<file path="config.mk">
export PLATFORM = sky130hd
export DESIGN_NAME = data_path
export DESIGN_NICKNAME = d
export VERILOG_FILES = /design/src/rtl/data_path.sv
export SDC_FILE = /design/constraint.sdc
export NUM_CORES = 1
export LEC_CHECK = 0
export CORE_ASPECT_RATIO = 1.25
export CORE_MARGIN = 3
export CORE_UTILIZATION = 35
export CTS_CLUSTER_SIZE = 40
export DETAILED_ROUTE_END_ITERATION = 10
export PLACE_DENSITY_LB_ADDON = 0.1
export SYNTH_ARGS = -nofsm -noshare
export SYNTH_HDL_FRONTEND = slang
export SYNTH_SLANG_ARGS = --single-unit
</file>
<file path="constraint.sdc">
create_clock -name clk -period 4.8 [get_ports clk]
set_clock_uncertainty 0.05 [all_clocks]
set_input_delay 0.72 -clock clk [delete_from_list [all_inputs] [get_ports clk]]
set_output_delay 0.72 -clock clk [all_outputs]
set_load 0.005 [all_outputs]
</file>
<file path="src/rtl/data_path.sv">
// 8-bit accumulator datapath: IR, PC, A, add/sub, 32x8 RAM, select muxes.
// Latency: registers load on the rising edge; RAM read and all status outputs are combinational.
// Backpressure: none, the control FSM sequences every load and write cycle by cycle.
module data_path #(
    parameter int    DATA_W   = 8,
    parameter int    ADDR_W   = 5,
    parameter string MEM_FILE = "program.hex"
) (
    input  logic              clk,
    input  logic              clear,
    input  logic              IRload,
    input  logic              JMPmux,
    input  logic              PCload,
    input  logic              Meminst,
    input  logic              MemWr,
    input  logic [1:0]        Asel,
    input  logic              Aload,
    input  logic              Sub,
    input  logic [DATA_W-1:0] in,
    output logic [DATA_W-1:0] out,
    output logic [2:0]        IR75,
    output logic              Aeq0,
    output logic              Apos,
    output logic [ADDR_W-1:0] MeminstOut,
    output logic [DATA_W-1:0] regAOut,
    output logic [DATA_W-1:0] RAMout
);

    localparam int DEPTH = 1 << ADDR_W;

    // A input select encodings
    localparam logic [1:0] ASEL_ALU  = 2'b00;
    localparam logic [1:0] ASEL_IN   = 2'b01;
    localparam logic [1:0] ASEL_RAM  = 2'b10;
    localparam logic [1:0] ASEL_ZERO = 2'b11;

    logic [DATA_W-1:0] ir_q, ir_d;
    logic [ADDR_W-1:0] pc_q, pc_d;
    logic [DATA_W-1:0] a_q,  a_d;

    logic [ADDR_W-1:0] mem_addr;
    logic [ADDR_W-1:0] ir_addr;
    logic [ADDR_W-1:0] pc_inc;
    logic [DATA_W-1:0] alu_res;
    logic [DATA_W-1:0] ram_rd;

    logic [DATA_W-1:0] mem [DEPTH] = '{default: '0};

    // Low address bits of IR serve both as jump target and as direct operand address.
    assign ir_addr = ir_q[ADDR_W-1:0];

    // PC increment relies on natural wrap of the ADDR_W-bit sum (31 -> 0).
    assign pc_inc = pc_q + ADDR_W'(1);

    // Address mux, combinational RAM read and add/sub unit.
    always_comb begin
        mem_addr = Meminst ? ir_addr : pc_q;
        ram_rd   = mem[mem_addr];
        // Carry and borrow are dropped; result is mod 2^DATA_W two's complement.
        alu_res  = Sub ? (a_q - ram_rd) : (a_q + ram_rd);
    end

    // Next-state selection for IR, PC and A; every term uses pre-edge values, no bypass.
    always_comb begin
        ir_d = ir_q;
        pc_d = pc_q;
        a_d  = a_q;
        if (IRload) begin
            ir_d = ram_rd;
        end
        if (PCload) begin
            pc_d = JMPmux ? ir_addr : pc_inc;
        end
        if (Aload) begin
            unique case (Asel)
                ASEL_ALU:  a_d = alu_res;
                ASEL_IN:   a_d = in;
                ASEL_RAM:  a_d = ram_rd;
                ASEL_ZERO: a_d = '0;
                default:   a_d = a_q;
            endcase
        end
    end

    // Architectural registers, cleared asynchronously while clear is low.
    always_ff @(posedge clk or negedge clear) begin
        if (!clear) begin
            ir_q <= '0;
            pc_q <= '0;
            a_q  <= '0;
        end else begin
            ir_q <= ir_d;
            pc_q <= pc_d;
            a_q  <= a_d;
        end
    end

    // Synchronous RAM write of the pre-edge A; an edge seen while clear is low writes nothing.
    always_ff @(posedge clk) begin
        if (MemWr && clear) begin
            mem[mem_addr] <= a_q;
        end
    end

    // Status and visible outputs are decoded straight from the current registers.
    always_comb begin
        out        = a_q;
        regAOut    = a_q;
        IR75       = ir_q[7:5];
        Aeq0       = (a_q == '0);
        Apos       = ~a_q[DATA_W-1];
        MeminstOut = mem_addr;
        RAMout     = ram_rd;
    end

endmodule

</file>
==> flow_summary.rst <==
.. list-table::
   :header-rows: 1

   * - Metric
     - Value
   * - Weighted congestion at the end of routability-driven global placement
     - 0.8209
   * - Worst hold-check path type
     - reg2reg
   * - First-pass GRT wire length
     - 49.74 mm
   * - Share of layout cells above drive strength 1
     - 0.2829
   * - Static leakage power
     - 5.166 nW
   * - Max_cap viols
     - 0
   * - Critical path capture point type
     - register
   * - Clock slew seen by the registers of the worst setup and hold paths
     - 0.06 ns
   * - Total CTS buffers
     - 29
   * - Length in cells of the worst reg-to-reg path
     - 18
   * - Area of the mapped netlist
     - 11830 um2
   * - Residual DRC
     - 0
   * - Required time at the worst-slack endpoint
     - 5.17 ns
   * - Worst Slack Setup Final
     - 0.4163 ns
   * - Count of flip-flops with a built-in enable after synthesis
     - 256
   * - Max Clock Freq
     - 228.1 MHz
   * - Number of flip-flops and latches in the synthesized netlist
     - 277
   * - Top cell type's share of synthesized area
     - 0.6500
   * - WHS Path Cells
     - 1
   * - Critical-path cell list
     - dlymetal6s2s_1 > buf_6 > mux2i_4 > inv_4 > buf_12 > buf_12 > mux4_2 > a22o_1 > nor4b_4 > buf_4 > inv_1 > nor2_1 > a21oi_1 > xnor2_1 > ha_1 > a21boi_2 > o21ai_1 > a21oi_1 > xnor3_1 > a2111oi_2 > a211oi_2
   * - Layout overhead on the synthesized area
     - 24.08%
   * - Slew at the pin closest to its max-slew limit
     - 0.8768 ns
   * - Initial core utilization
     - 0.3588
   * - Initial antenna violation count
     - 0
   * - Slowest Stage Delay on Critical Path
     - 0.39 ns
   * - Maximum ir drop on the vdd rail
     - 268.4 uV
   * - Most used routing layer in global routing
     - met2
   * - Final-report hold violation count
     - 0
   * - Critical path start-end classification
     - in2reg
   * - Cell accounting for the most synthesized area
     - edfxtp_1
   * - Count of final setup violators
     - 0
   * - DIE HEIGHT
     - 211.5 um
   * - CTS tree
     - done
   * - End of the worst register-to-register path
     - out[7]$_DFFE_PN0P_
   * - Total wire length after detailed routing
     - 33.84 mm
   * - Shortest clock period the worst path allows after layout
     - 4.384 ns
   * - Vias in the first global route
     - 7548
   * - GR Layer Usage met1
     - 0.2322
   * - Number of optimization iterations in the first detailed-route pass
     - 5
   * - Power Density
     - 704.1 nW/um2
   * - Setup repair after global routing missed its margin
     - false
   * - Clk buf depth
     - 3
   * - Arrival @ worst endpoint
     - 4.76 ns
   * - Total nets after synthesis
     - 746
   * - Accumulated negative setup slack
     - 0 ns
   * - Sequential share of the synthesized area
     - 0.6944
   * - DRT antenna net count
     - 0
   * - Gate Count Post-Synth
     - 717
   * - Cell types occupying the most area after synthesis
     - edfxtp_1, mux4_2, dfrtp_1
   * - Post-synth top cells
     - edfxtp_1, nor2_1, mux2i_1, mux4_2, a21oi_1
   * - Met3 track demand over resource
     - 0.03213
   * - Hold path startpoint
     - ir_q[6]$_DFFE_PN0P_
   * - Vias per cell
     - 5.345
   * - Leftover overflow at the end of global routing
     - 0
   * - FP Rows
     - 74
   * - GRT Resource Usage Total
     - 0.1899
   * - Clock latency on the worst-skew pair
     - 0.56 ns
   * - Number of nets in the final layout
     - 925
   * - Met2 Use GR
     - 0.3250
   * - Period Utilization, post-route
     - 0.9133
   * - Biggest fanout along the worst timing path
     - 26
   * - Half-perimeter wire length of the detailed placement result
     - 23.14 mm
   * - Core region area
     - 32960 um2
   * - Slack of the worst reg-to-reg path
     - 0.42 ns
   * - Count of routing violations after the opening detailed-route iteration
     - 530
   * - Status
     - finished clean
   * - Clock net sink count
     - 277
   * - Hold Path End
     - ir_q[6]$_DFFE_PN0P_
   * - Filler cells
     - 2955
   * - Number of warnings reported in the yosys synthesis log
     - 0
   * - Root cell of the clock tree
     - clkbuf_16
   * - Most frequently used cell type in the post-synthesis netlist
     - edfxtp_1
   * - CTS H-tree lvls
     - 1
   * - IO Count
     - 53
   * - Maximum number of pins on one net before global-route repair
     - 38
   * - Post-place setup slack
     - -0.7011 ns
   * - Post-cts hold buffer count
     - 0
   * - Horizontal die dimension
     - 170.4 um
   * - Most frequently used flop master after synthesis
     - edfxtp_1
   * - FF+latch area
     - 8213 um2
   * - Total die area
     - 36050 um2
   * - Post-detailed-route wirelength per cell
     - 25.31 um
   * - Relative slew margins
     - 0.4133
   * - Synth unique cells
     - 68
   * - Reg-to-Reg Start
     - pc_q[0]$_DFFE_PN0P_
   * - Post-synthesis area per instance
     - 16.50 um2
   * - Antenna cells
     - 0
   * - Beginning of the critical path
     - Meminst
   * - Fraction of registers with async set or reset after synthesis
     - 0.07581
   * - Max Slew Vio Count
     - 0
   * - Routed vias
     - 7146
   * - Number of input and output port buffers inserted
     - 52
   * - Category of the worst setup path launch point
     - input port
   * - Area taken by multi-input logic gates
     - 3348 um2
   * - Worst-case hold slack
     - 0.4643 ns
   * - CP max stage cell
     - nor4b_4
-- per-stage QoR --
step	instance area (um2)	cells	util	total power, mW
2_1_floorplan	11840	717	-	5.824
3_3_place_gp	13710	1281	0.4158	8.210
3_5_place_dp	13710	1281	0.4158	8.229
4_1_cts	14650	1337	0.4443	10.44
5_1_grt	14680	1337	0.4452	10.91
6_report	14680	1337	0.4452	10.33
-- where the power goes --
| part | total, mW | switching (mW) | internal [mW] |
|---|---|---|---|
| Combinational | 4.97 | 2.57 | 2.40 |
| Clock | 2.15 | 0.935 | 1.21 |
| Sequential | 3.22 | 0.109 | 3.11 |
-- critical path, delay by kind of cell --
family | cells | cell delay, ns
xor gates and xnor gates | 2 | 0.42
AOI/OAI and AO/OA | 7 | 1.19
buffers and inverters | 7 | 0.99
muxes | 2 | 0.54
adders and majority gates | 1 | 0.29
and+or+nand+nor | 2 | 0.56
-- state kept, by name, summed over array words and instances (netlist names) --
register  cells
mem         256
ir_q          8
pc_q          5
out           8
-- what timing repair did --
action	4_1_cts	5_1_grt
pin swaps	1	0
setup buffers	2	0
endpoints found under the setup margin	4	6
gates resized for setup	7	6
-- cells in the final DEF, fill, tap and decap left out, types with 3 or more instances in the layout --
cell type and instances:
clkinv_1 11, o32ai_1 5, nor3_1 14, inv_1 11
ha_1 9, a31o_2 3, clkdlybuf4s50_1 51, inv_6 3
nor2_1 62, dfrtp_1 21, xnor2_1 9, buf_4 133
mux4_2 39, mux2_2 6, a2bb2oi_1 3, nor2b_1 5
or2_2 5, clkbuf_16 29, mux2i_1 48, nand2b_1 4
o22ai_1 15, o21ai_0 11, a21oi_1 34, clkinv_2 6
edfxtp_1 256, a22o_1 5, nand4_1 8, buf_12 5
nand2_1 29, a22oi_1 8, a31oi_1 4, and2_1 4
-- layout make-up --
| type | count | share of cell area |
|---|---|---|
| flip-flops and latches | 277 | 0.5596 |
| multi-input cells | 383 | 0.2282 |
| repair buffers | 191 | 0.1113 |
| clock buffers | 30 | 0.04971 |
| well taps | 418 | 0.03564 |
| clock inverters | 24 | 0.01185 |
| inverters | 14 | 0.003751 |
-- routing by layer --
layer	vias up	share of wire	routed length, um
li1	3199	-	-
met1	3654	0.40	13510
met2	223	0.50	16900
met3	70	0.050	1692
met4	0	0.051	1736
met5	-	0	0
-- cells by family (layout without fill, tap and decap cells) --
kind of cell,count (synthesis),in the layout,share of synthesized area
XOR/XNOR,10,10,0.008569
AND/OR/NAND/NOR,154,154,0.06918
adder cells (fa/ha/maj),10,10,0.01121
AO/OA/AOI/OAI,113,113,0.06474
multiplexers,96,96,0.1248
buffers and inverters,57,259,0.02708
flip-flops,277,277,0.6944
-- how the worst max path moves through the flow --
stage                               to  slack [ns]
global placement    out[7]$_DFFE_PN0P_       -0.64
finish              out[7]$_DFFE_PN0P_        0.42
CTS                 out[7]$_DFFE_PN0P_       0.005
global route        out[7]$_DFFE_PN0P_        0.09
floorplan           out[7]$_DFFE_PN0P_        0.03
detailed placement  out[7]$_DFFE_PN0P_       -0.70
Power figures use the tool's default switching activity.
